File: config.mk
export PLATFORM = sky130hd
export DESIGN_NAME = payload_capture_buffer_flat
export DESIGN_NICKNAME = d
export VERILOG_FILES = /design/src/rtl/payload_capture_buffer_if.sv /design/src/rtl/payload_capture_buffer.sv /design/src/flat_wrapper.sv
export SDC_FILE = /design/constraint.sdc
export NUM_CORES = 2
export LEC_CHECK = 0
export ABC_AREA = 0
export ABC_CLOCK_PERIOD_IN_PS = 4000
export CAP_MARGIN = 10
export CORE_ASPECT_RATIO = 0.8
export CORE_MARGIN = 2
export CORE_UTILIZATION = 59
export CTS_BUF_LIST = sky130_fd_sc_hd__clkbuf_2
export CTS_CLUSTER_DIAMETER = 200
export CTS_CLUSTER_SIZE = 25
export DETAILED_ROUTE_END_ITERATION = 10
export GPL_ROUTABILITY_DRIVEN = 0
export PLACE_DENSITY = 0.78
export REMOVE_ABC_BUFFERS = 1
export SLEW_MARGIN = 20
export SYNTH_ARGS = -nofsm -noshare
export SYNTH_HDL_FRONTEND = slang
export SYNTH_SLANG_ARGS = --single-unit
File: constraint.sdc
create_clock -name clk -period 4 [get_ports clk]
set_input_delay 0.8 -clock clk [delete_from_list [all_inputs] [get_ports clk]]
set_output_delay 0.8 -clock clk [all_outputs]
set_load 0.01 [all_outputs]
File: src/rtl/payload_capture_buffer_if.sv
// Output sample stream of the payload capture buffer (valid/ready with frame-last).
//   m_valid : sample valid (source -> sink)
//   m_ready : sink ready   (sink -> source)
//   m_r/m_i : real / imaginary part, signed Q4.12
//   m_last  : final sample of the frame
interface payload_capture_buffer_if #(
  parameter int unsigned DATA_W = 16
);
  logic              m_valid;
  logic              m_ready;
  logic [DATA_W-1:0] m_r;
  logic [DATA_W-1:0] m_i;
  logic              m_last;

  modport master (output m_valid, m_r, m_i, m_last, input m_ready);
  modport slave  (input m_valid, m_r, m_i, m_last, output m_ready);
endinterface

File: src/rtl/payload_capture_buffer.sv
// Payload capture buffer: on a detect edge latches the payload length, captures
// that many following valid I/Q samples into a FWFT FIFO and streams them out
// with a frame-last marker.
//   clk, rst_n        : clock, asynchronous active-low reset
//   start_i           : synchronous abort/flush, clears overflow
//   valid_i,r_i,i_i   : input sample stream
//   detect_i          : detector flag (level), edge-sensitive in IDLE
//   payload_length_i  : signed frame length, sampled on the detect edge
//   m_if              : output stream (valid/ready/data/last)
//   busy_o            : capture or drain in progress
//   frame_done_o      : pulse after the last beat handshake
//   len_err_o         : pulse after a detect edge with an out-of-range length
//   overflow_o        : sticky, a sample was dropped on a full FIFO
module payload_capture_buffer #(
  parameter int unsigned DATA_W     = 16,
  parameter int unsigned FIFO_DEPTH = 64,
  parameter int unsigned MAX_LEN    = 4095
) (
  input  logic                     clk,
  input  logic                     rst_n,
  input  logic                     start_i,
  input  logic                     valid_i,
  input  logic [DATA_W-1:0]        r_i,
  input  logic [DATA_W-1:0]        i_i,
  input  logic                     detect_i,
  input  logic [15:0]              payload_length_i,
  payload_capture_buffer_if.master m_if,
  output logic                     busy_o,
  output logic                     frame_done_o,
  output logic                     len_err_o,
  output logic                     overflow_o
);

  localparam int unsigned PTR_W = (FIFO_DEPTH > 1) ? $clog2(FIFO_DEPTH) : 1;
  localparam int unsigned CNT_W = $clog2(FIFO_DEPTH) + 1;
  localparam int unsigned WORD_W = 2 * DATA_W;

  typedef enum logic [1:0] {
    IDLE    = 2'd0,
    CAPTURE = 2'd1,
    DRAIN   = 2'd2
  } state_e;

  state_e            state_q;
  logic [WORD_W-1:0] mem_q [FIFO_DEPTH];
  logic [PTR_W-1:0]  wr_ptr_q;
  logic [PTR_W-1:0]  rd_ptr_q;
  logic [CNT_W-1:0]  count_q;
  logic [15:0]       rem_q;
  logic              detect_q;
  logic              frame_done_q;
  logic              len_err_q;
  logic              overflow_q;

  logic              fifo_valid;
  logic              fifo_full;
  logic              pop;
  logic              cap_fire;
  logic              push;
  logic              detect_edge;
  logic signed [15:0] len_s;
  logic              len_ok;
  logic [WORD_W-1:0] head;

  // Handshake and capture qualifiers
  always_comb begin
    fifo_valid  = (count_q != '0);
    fifo_full   = (count_q == CNT_W'(FIFO_DEPTH));
    pop         = fifo_valid & m_if.m_ready;
    cap_fire    = (state_q == CAPTURE) & valid_i;
    // A pop in the same cycle frees a slot, so a full FIFO can still accept
    push        = cap_fire & (~fifo_full | pop);
    detect_edge = detect_i & ~detect_q;
    len_s       = $signed(payload_length_i);
    len_ok      = (len_s > 16'sd0) && (int'(len_s) <= int'(MAX_LEN));
    head        = mem_q[rd_ptr_q];
  end

  // Output stream; data forced to zero while nothing is valid
  always_comb begin
    m_if.m_valid = fifo_valid;
    m_if.m_r     = fifo_valid ? head[WORD_W-1:DATA_W] : '0;
    m_if.m_i     = fifo_valid ? head[DATA_W-1:0]      : '0;
    m_if.m_last  = fifo_valid & (state_q == DRAIN) & (count_q == CNT_W'(1));
    busy_o       = (state_q != IDLE);
    frame_done_o = frame_done_q;
    len_err_o    = len_err_q;
    overflow_o   = overflow_q;
  end

  // Sample storage; contents need no reset since reads are qualified by count
  always_ff @(posedge clk) begin
    if (push && !start_i) begin
      mem_q[wr_ptr_q] <= {r_i, i_i};
    end
  end

  // Control FSM, FIFO pointers and status flags
  always_ff @(posedge clk or negedge rst_n) begin
    if (!rst_n) begin
      state_q      <= IDLE;
      wr_ptr_q     <= '0;
      rd_ptr_q     <= '0;
      count_q      <= '0;
      rem_q        <= '0;
      detect_q     <= 1'b0;
      frame_done_q <= 1'b0;
      len_err_q    <= 1'b0;
      overflow_q   <= 1'b0;
    end else begin
      detect_q     <= detect_i;
      frame_done_q <= 1'b0;
      len_err_q    <= 1'b0;
      if (start_i) begin
        state_q    <= IDLE;
        wr_ptr_q   <= '0;
        rd_ptr_q   <= '0;
        count_q    <= '0;
        rem_q      <= '0;
        overflow_q <= 1'b0;
      end else begin
        if (push) wr_ptr_q <= wr_ptr_q + PTR_W'(1);
        if (pop)  rd_ptr_q <= rd_ptr_q + PTR_W'(1);
        count_q <= count_q + CNT_W'(push) - CNT_W'(pop);
        // Dropped samples still count against the frame length
        if (cap_fire && !push) overflow_q <= 1'b1;
        unique case (state_q)
          IDLE: begin
            if (detect_edge) begin
              if (len_ok) begin
                rem_q   <= payload_length_i;
                state_q <= CAPTURE;
              end else begin
                len_err_q <= 1'b1;
              end
            end
          end
          CAPTURE: begin
            if (valid_i) begin
              rem_q <= rem_q - 16'd1;
              if (rem_q == 16'd1) state_q <= DRAIN;
            end
          end
          DRAIN: begin
            // Empty on entry only when every sample was dropped
            if (!fifo_valid || (pop && (count_q == CNT_W'(1)))) begin
              state_q      <= IDLE;
              frame_done_q <= 1'b1;
            end
          end
          default: state_q <= IDLE;
        endcase
      end
    end
  end

endmodule

File: src/flat_wrapper.sv
// flat-port wrapper written by rule: the top's interface ports become plain ports
module payload_capture_buffer_flat 
#(
  parameter int unsigned DATA_W     = 16,
  parameter int unsigned FIFO_DEPTH = 64,
  parameter int unsigned MAX_LEN    = 4095
)
  (clk, rst_n, start_i, valid_i, r_i, i_i, detect_i, payload_length_i, busy_o, frame_done_o, len_err_o, overflow_o, m_if_m_valid, m_if_m_r, m_if_m_i, m_if_m_last, m_if_m_ready);
  payload_capture_buffer_if #(.DATA_W(DATA_W)) m_if_i ();
  input  logic clk;
  input  logic rst_n;
  input  logic start_i;
  input  logic valid_i;
  input  logic [DATA_W-1:0] r_i;
  input  logic [DATA_W-1:0] i_i;
  input  logic detect_i;
  input  logic [15:0] payload_length_i;
  output logic busy_o;
  output logic frame_done_o;
  output logic len_err_o;
  output logic overflow_o;
  output wire logic [$bits(m_if_i.m_valid)-1:0] m_if_m_valid;
  output wire logic [$bits(m_if_i.m_r)-1:0] m_if_m_r;
  output wire logic [$bits(m_if_i.m_i)-1:0] m_if_m_i;
  output wire logic [$bits(m_if_i.m_last)-1:0] m_if_m_last;
  input wire logic [$bits(m_if_i.m_ready)-1:0] m_if_m_ready;
  assign m_if_m_valid = m_if_i.m_valid;
  assign m_if_m_r = m_if_i.m_r;
  assign m_if_m_i = m_if_i.m_i;
  assign m_if_m_last = m_if_i.m_last;
  assign m_if_i.m_ready = m_if_m_ready;
  payload_capture_buffer #(.DATA_W(DATA_W), .FIFO_DEPTH(FIFO_DEPTH), .MAX_LEN(MAX_LEN)) u_core (.clk(clk), .rst_n(rst_n), .start_i(start_i), .valid_i(valid_i), .r_i(r_i), .i_i(i_i), .detect_i(detect_i), .payload_length_i(payload_length_i), .m_if(m_if_i), .busy_o(busy_o), .frame_done_o(frame_done_o), .len_err_o(len_err_o), .overflow_o(overflow_o));
endmodule
After elaboration in Yosys (flattened, before gate mapping):

Memories as Yosys holds them, arrays and structs flattened.
Index checks and enable logic that the tools add are counted.

* memory bits (writable): 2048
* logic and storage cells: 83
* memories kept: 1
* memory bits (read-only): 0
* register bits: 41
* latch bits: 0

* reduce and logical (&&, ||, !) cells: 17
* multiply operators: 0
* equality and inequality tests: 10
* $add $sub $neg: 5
* shifts and indexed selects: 0
* divide/modulo/power cells: 0
* order comparisons: 2
* mux-type cells: 30
* bitwise operators: 9

Memory list
* u_core.mem_q: depth 64, bits a word 32, read ports 1, clocked after memory_dff 0, wr ports 1, line payload_capture_buffer.sv:45 `logic [WORD_W-1:0] mem_q [FIFO_DEPTH];`

Operator list (number)
* 16-bit 2-to-1 mux: 6
* 16-bit case mux with 2 select lines: 1
* 6-bit 2-to-1 mux: 4
* 16-bit by 1-bit equality test with 1-bit output, second input constant: 1
* 16-bit by 1-bit greater-than comparator with 1-bit output, second input constant: 1
* 16-bit by 13-bit less-or-equal comparator with 1-bit output, second input constant: 1
* 16-bit by 1-bit subtractor with 16-bit output, second input constant: 1
* 6-bit by 1-bit adder with 6-bit output, second input constant: 2
* 2-bit 2-to-1 mux: 6
* 1-bit 2-to-1 mux: 11
* 3-bit != test, second input constant: 3
* 2-bit nonzero test: 4
* 7-bit by 1-bit adder with 7-bit output: 1
* 7-bit by 1-bit equality test with 1-bit output, second input constant: 1
* 7-bit equality test, second input constant: 1
* 7-bit 2-to-1 mux: 1
* 7-bit nonzero test: 1
* 7-bit by 1-bit subtractor with 7-bit output: 1
* 1-bit AND: 6
* 3-bit by 2-bit != test with 1-bit output, second input constant: 2
* 2-bit case mux with 3 select lines: 1
* 5-bit AND reduction: 1
* 1-bit logical AND: 4
* 4-bit AND reduction: 1
* other kinds (8): 11

Logic depth before layout (Yosys ltp):

* depth after elaboration: 8
* depth in mapped cells: 17

Worst setup path after synthesis:

Ideal clock, no wire load.

* kind: in2reg
* from: input port start_i
* to: memory u_core.mem_q[63][0] (netlist bit), enable pin
* arrival: 3.887 ns
* setup slack: -0.348 ns
* setup time: 0.461 ns
* required time: 3.539 ns
* cell stages on the path: 5
* cell sequence: nor3b_1 nand2_1 nor3b_1 inv_1 nor3_1

* longest elaborated chain between the ends: 4

Ends and longest elaborated chain
* from (decl): line flat_wrapper.sv:12 `input logic start_i;`
* 1-bit zero test: line payload_capture_buffer.sv:93 `if (push && !start_i) begin`
* 1-bit logical AND: line payload_capture_buffer.sv:93
* 1-bit 2-to-1 mux: line payload_capture_buffer.sv:93
* 1-bit 2-to-1 mux (not written as such): line payload_capture_buffer.sv:94 `mem_q[wr_ptr_q] <= {r_i, i_i};`
* to (decl): line payload_capture_buffer.sv:45

Every way passes these cells.

Worst setup path in the final report:

* from: register u_core.rd_ptr_q[0]
* to: output port m_if_m_i[2]

* longest elaborated chain between the ends: 2

Ends and longest elaborated chain
* from (decl): line payload_capture_buffer.sv:47 `logic [PTR_W-1:0] rd_ptr_q;`
* from (signal assigned): line payload_capture_buffer.sv:123 `if (pop) rd_ptr_q <= rd_ptr_q + PTR_W'(1);`
* memory 64 x 32 bit
* 16-bit 2-to-1 mux: line payload_capture_buffer.sv:83 `m_if.m_i = fifo_valid ? head[DATA_W-1:0] : '0;`
* to (decl): line flat_wrapper.sv:24 `output wire logic [$bits(m_if_i.m_i)-1:0] m_if_m_i;`

Every way passes these cells.

==> impl_metrics.env <==
export IMPL_cts_buffer_depth=3
export IMPL_drv_slew=0
export IMPL_dieWidth_um=417
export IMPL_netlist_area_mm2=0.0806
export IMPL_cts_tree="yes"
export IMPL_post_synth_top_count_cell="edfxtp_1"
export IMPL_layout_setup_ws_ps=-1160
export IMPL_rows=121
export IMPL_drive_above_1_share_pct=31.9
export IMPL_antenna_found_initial=6
export IMPL_yosysSeqAreaShare_pct=77.6
export IMPL_crit_type="reg -> out"
export IMPL_wl_per_cell_um=35.0
export IMPL_finalSetupViolCount=33
export IMPL_finalNetCount=4323
export IMPL_ys_warn_count=0
export IMPL_post_route_drc_count=0
export IMPL_dp_slack_ps=-207
export IMPL_hp_class="in -> reg"
export IMPL_postSynthAreaPerCell_um2=21.5
export IMPL_viasPerCell=7.05
export IMPL_fp_dieH_um=335
export IMPL_ant_nets=0
export IMPL_cts_sinks=2089
export IMPL_cap_violations=0
export IMPL_critPathLaunchType="flop"
export IMPL_fin_util_pct=67.8
export IMPL_p_per_area_mw_per_mm2=472
export IMPL_synthTopCellsByArea="edfxtp_1, mux4_2, mux2i_1"
export IMPL_synth_top_area_share_pct=76.3
export IMPL_cpMostUsedCell="buf_16"
export IMPL_routed_wl_um=213000
export IMPL_grt_use_total_pct=30.3
export IMPL_max_freq_mhz=194
export IMPL_synth_edf_count=2048
export IMPL_area_growth_pct=14.2
export IMPL_path_max_fanout=14
export IMPL_max_slew_margin_pct=22.9
export IMPL_fin_tns_setup_ps=-33870
export IMPL_total_power_w=0.0434
export IMPL_crit_slowest_cell="dfrtp_4"
export IMPL_path_cells="buf_4, buf_16, buf_16, and2_4, buf_6, a2bb2oi_1, a221oi_4, a2111oi_2, a21o_1, buf_2"
export IMPL_yosys_register_bits=2089
export IMPL_cts_made_buffers=93
export IMPL_dr_pass1_iters=5
export IMPL_async_flop_share_pct=1.96
export IMPL_drtIter0Drc=7069
export IMPL_outcome="finished, violations left"
export IMPL_syn_inst=3745
export IMPL_htreeDepth=3
export IMPL_skew_ps=178
export IMPL_ioPinCount=92
export IMPL_required_ps=3200
export IMPL_clock_latency_ps=1730
export IMPL_root_buffer="clkbuf_2"
export IMPL_die_area_mm2=0.140
export IMPL_grt_pass1_vias=42000
export IMPL_start_util_pct=59.4
export IMPL_gr_total_overflow=0
export IMPL_synth_distinct_cells=57
export IMPL_clk_pin_slew_ps=470
export IMPL_rsz0062_at_grt="true"
export IMPL_finalHoldViolCount=0
export IMPL_p_leak_nw=28.1
export IMPL_crit_path_max_incr_delay_ps=630
export IMPL_period_share_pct=129
export IMPL_synth_top_area_cell="edfxtp_1"
export IMPL_finalCriticalPeriod_ps=5160
export IMPL_numPortBuffers=91
export IMPL_grt_max_degree=65
export IMPL_detailed_place_hpwl_um=121000
export IMPL_violations="negative setup slack"
export IMPL_ir_worst_vdd_v=0.000278
export IMPL_worst_pin_slew_ps=1150
export IMPL_grt_pass1_wl_um=301000
export IMPL_synth_commonest_cells="edfxtp_1, mux4_2, mux2i_1"
export IMPL_vias=42800
export IMPL_endpoint_kind="primary output"
export IMPL_core_area_mm2=0.136
export IMPL_synth_ff_type="edfxtp_1"
export IMPL_arrival_ps=4360
-- state kept, by name, indices dropped and copies added, names as in the netlist --
register / cells
u_core.rem_q: 16
u_core.rd_ptr_q: 6
u_core.state_q: 2
u_core.detect_q: 1
u_core.count_q: 7
u_core.overflow_o: 1
u_core.len_err_o: 1
u_core.frame_done_o: 1
u_core.mem_q: 2048
u_core.wr_ptr_q: 6
-- worst max-delay path, delay by kind of cell (launching register included) --
kind                   cells  cell delay, ps
buffers and inverters      5             830
AOI/OAI and AO/OA          4            1060
and+or+nand+nor            1             200
DFF                        1             630
-- cell families (layout without fill, tap and decap cells) --
logic type / after synthesis / in the layout / share of synthesized area (%)
flops: 2089 / 2089 / 77.6
buf+inv: 227 / 766 / 1.30
other cells: 0 / 11 / 0
mux: 729 / 729 / 15.7
simple gates: 248 / 248 / 1.47
xor+xnor: 14 / 14 / 0.152
compound gates: 424 / 424 / 3.58
fa+ha+maj: 14 / 14 / 0.227
-- per-layer routing --
| metal | GRT usage (%) | vias up | routed length [µm] |
|---|---|---|---|
| met3 | 6.16 | 409 | 26700 |
| met1 | 44.4 | 22200 | 78000 |
| met5 | 0 | - | 31 |
| li1 | - | 16700 | - |
| met2 | 46.5 | 3470 | 100000 |
| met4 | 10.3 | 4 | 8040 |
-- worst paths after layout --
kind	startpoint	to	slack, ps	cells past startpoint
max reg2reg	u_core.count_q[3]	u_core.count_q[6]	460	17
max in group asynchronous	rst_n	u_core.detect_q	2990	5
min reg2reg	u_core.detect_q	u_core.len_err_o	430	2
min	r_i[9]	u_core.mem_q[37][25]	130	2
max	u_core.rd_ptr_q[0]	m_if_m_i[2]	-1160	10
min in group asynchronous	rst_n	u_core.rem_q[6]	690	5
-- power breakdown --
group,internal (W),leakage (nW),total [W],switching [W]
sequential,0.0242,18.9,0.0244,0.000157
combinational,0.00620,8.64,0.0122,0.00596
clock,0.000963,0.544,0.00691,0.00595
total,0.0314,28.1,0.0434,0.0121
-- through the flow --
| step | hold slack [ps] | instances | cell area, µm² |
|---|---|---|---|
| detailed placement | 498 | 5718 | 86500 |
| global route | 4.76 | 6075 | 92000 |
| CTS | 33.2 | 6045 | 91200 |
| global placement | 490 | 5718 | 86500 |
| floorplan | 462 | 3532 | 79600 |
| finish | 131 | 6078 | 92000 |
-- cells in the final DEF, fill, tap and decap left out, types with 13 or more instances in the layout --
cell and n:
edfxtp_1 2048, mux4_2 429, buf_4 300, mux2i_1 255, clkbuf_2 119, buf_12 90
nor2_4 65, dlygate4sd3_1 61, buf_6 60, nor2_1 55, o22ai_1 55, a21oi_1 46
o21ai_0 46, buf_16 46, dfrtp_1 37, nand2_1 28, mux2i_2 26, o21ai_1 26
clkdlybuf4s50_1 24, a211oi_2 23, a22oi_1 22, o22ai_2 20, o211ai_1 20, buf_2 20
a211oi_1 19, a221oi_1 18, mux2i_4 14, nor3_1 13
-- final cells by class --
| class | instances | area (µm²) |
|---|---|---|
| clock buffer | 118 | 591 |
| timing repair buffer | 628 | 7540 |
| fill | 7917 | 43800 |
| tap | 1783 | 2230 |
| sequential | 2089 | 62500 |
| inverter | 14 | 60.1 |
| multi-input combinational | 1429 | 18900 |
| antenna | 11 | 27.5 |
| clock inverter | 6 | 123 |
-- timing repair --
action                                  CTS  global route
buffers inserted                        120            21
endpoints found under the hold margin  2112             0
gates cloned                             28             4
gates resized for setup                 495            98
pin swaps                                80            48
setup endpoints to repair                34            34
hold buffers                             62             0
Power figures use the tool's default switching activity.
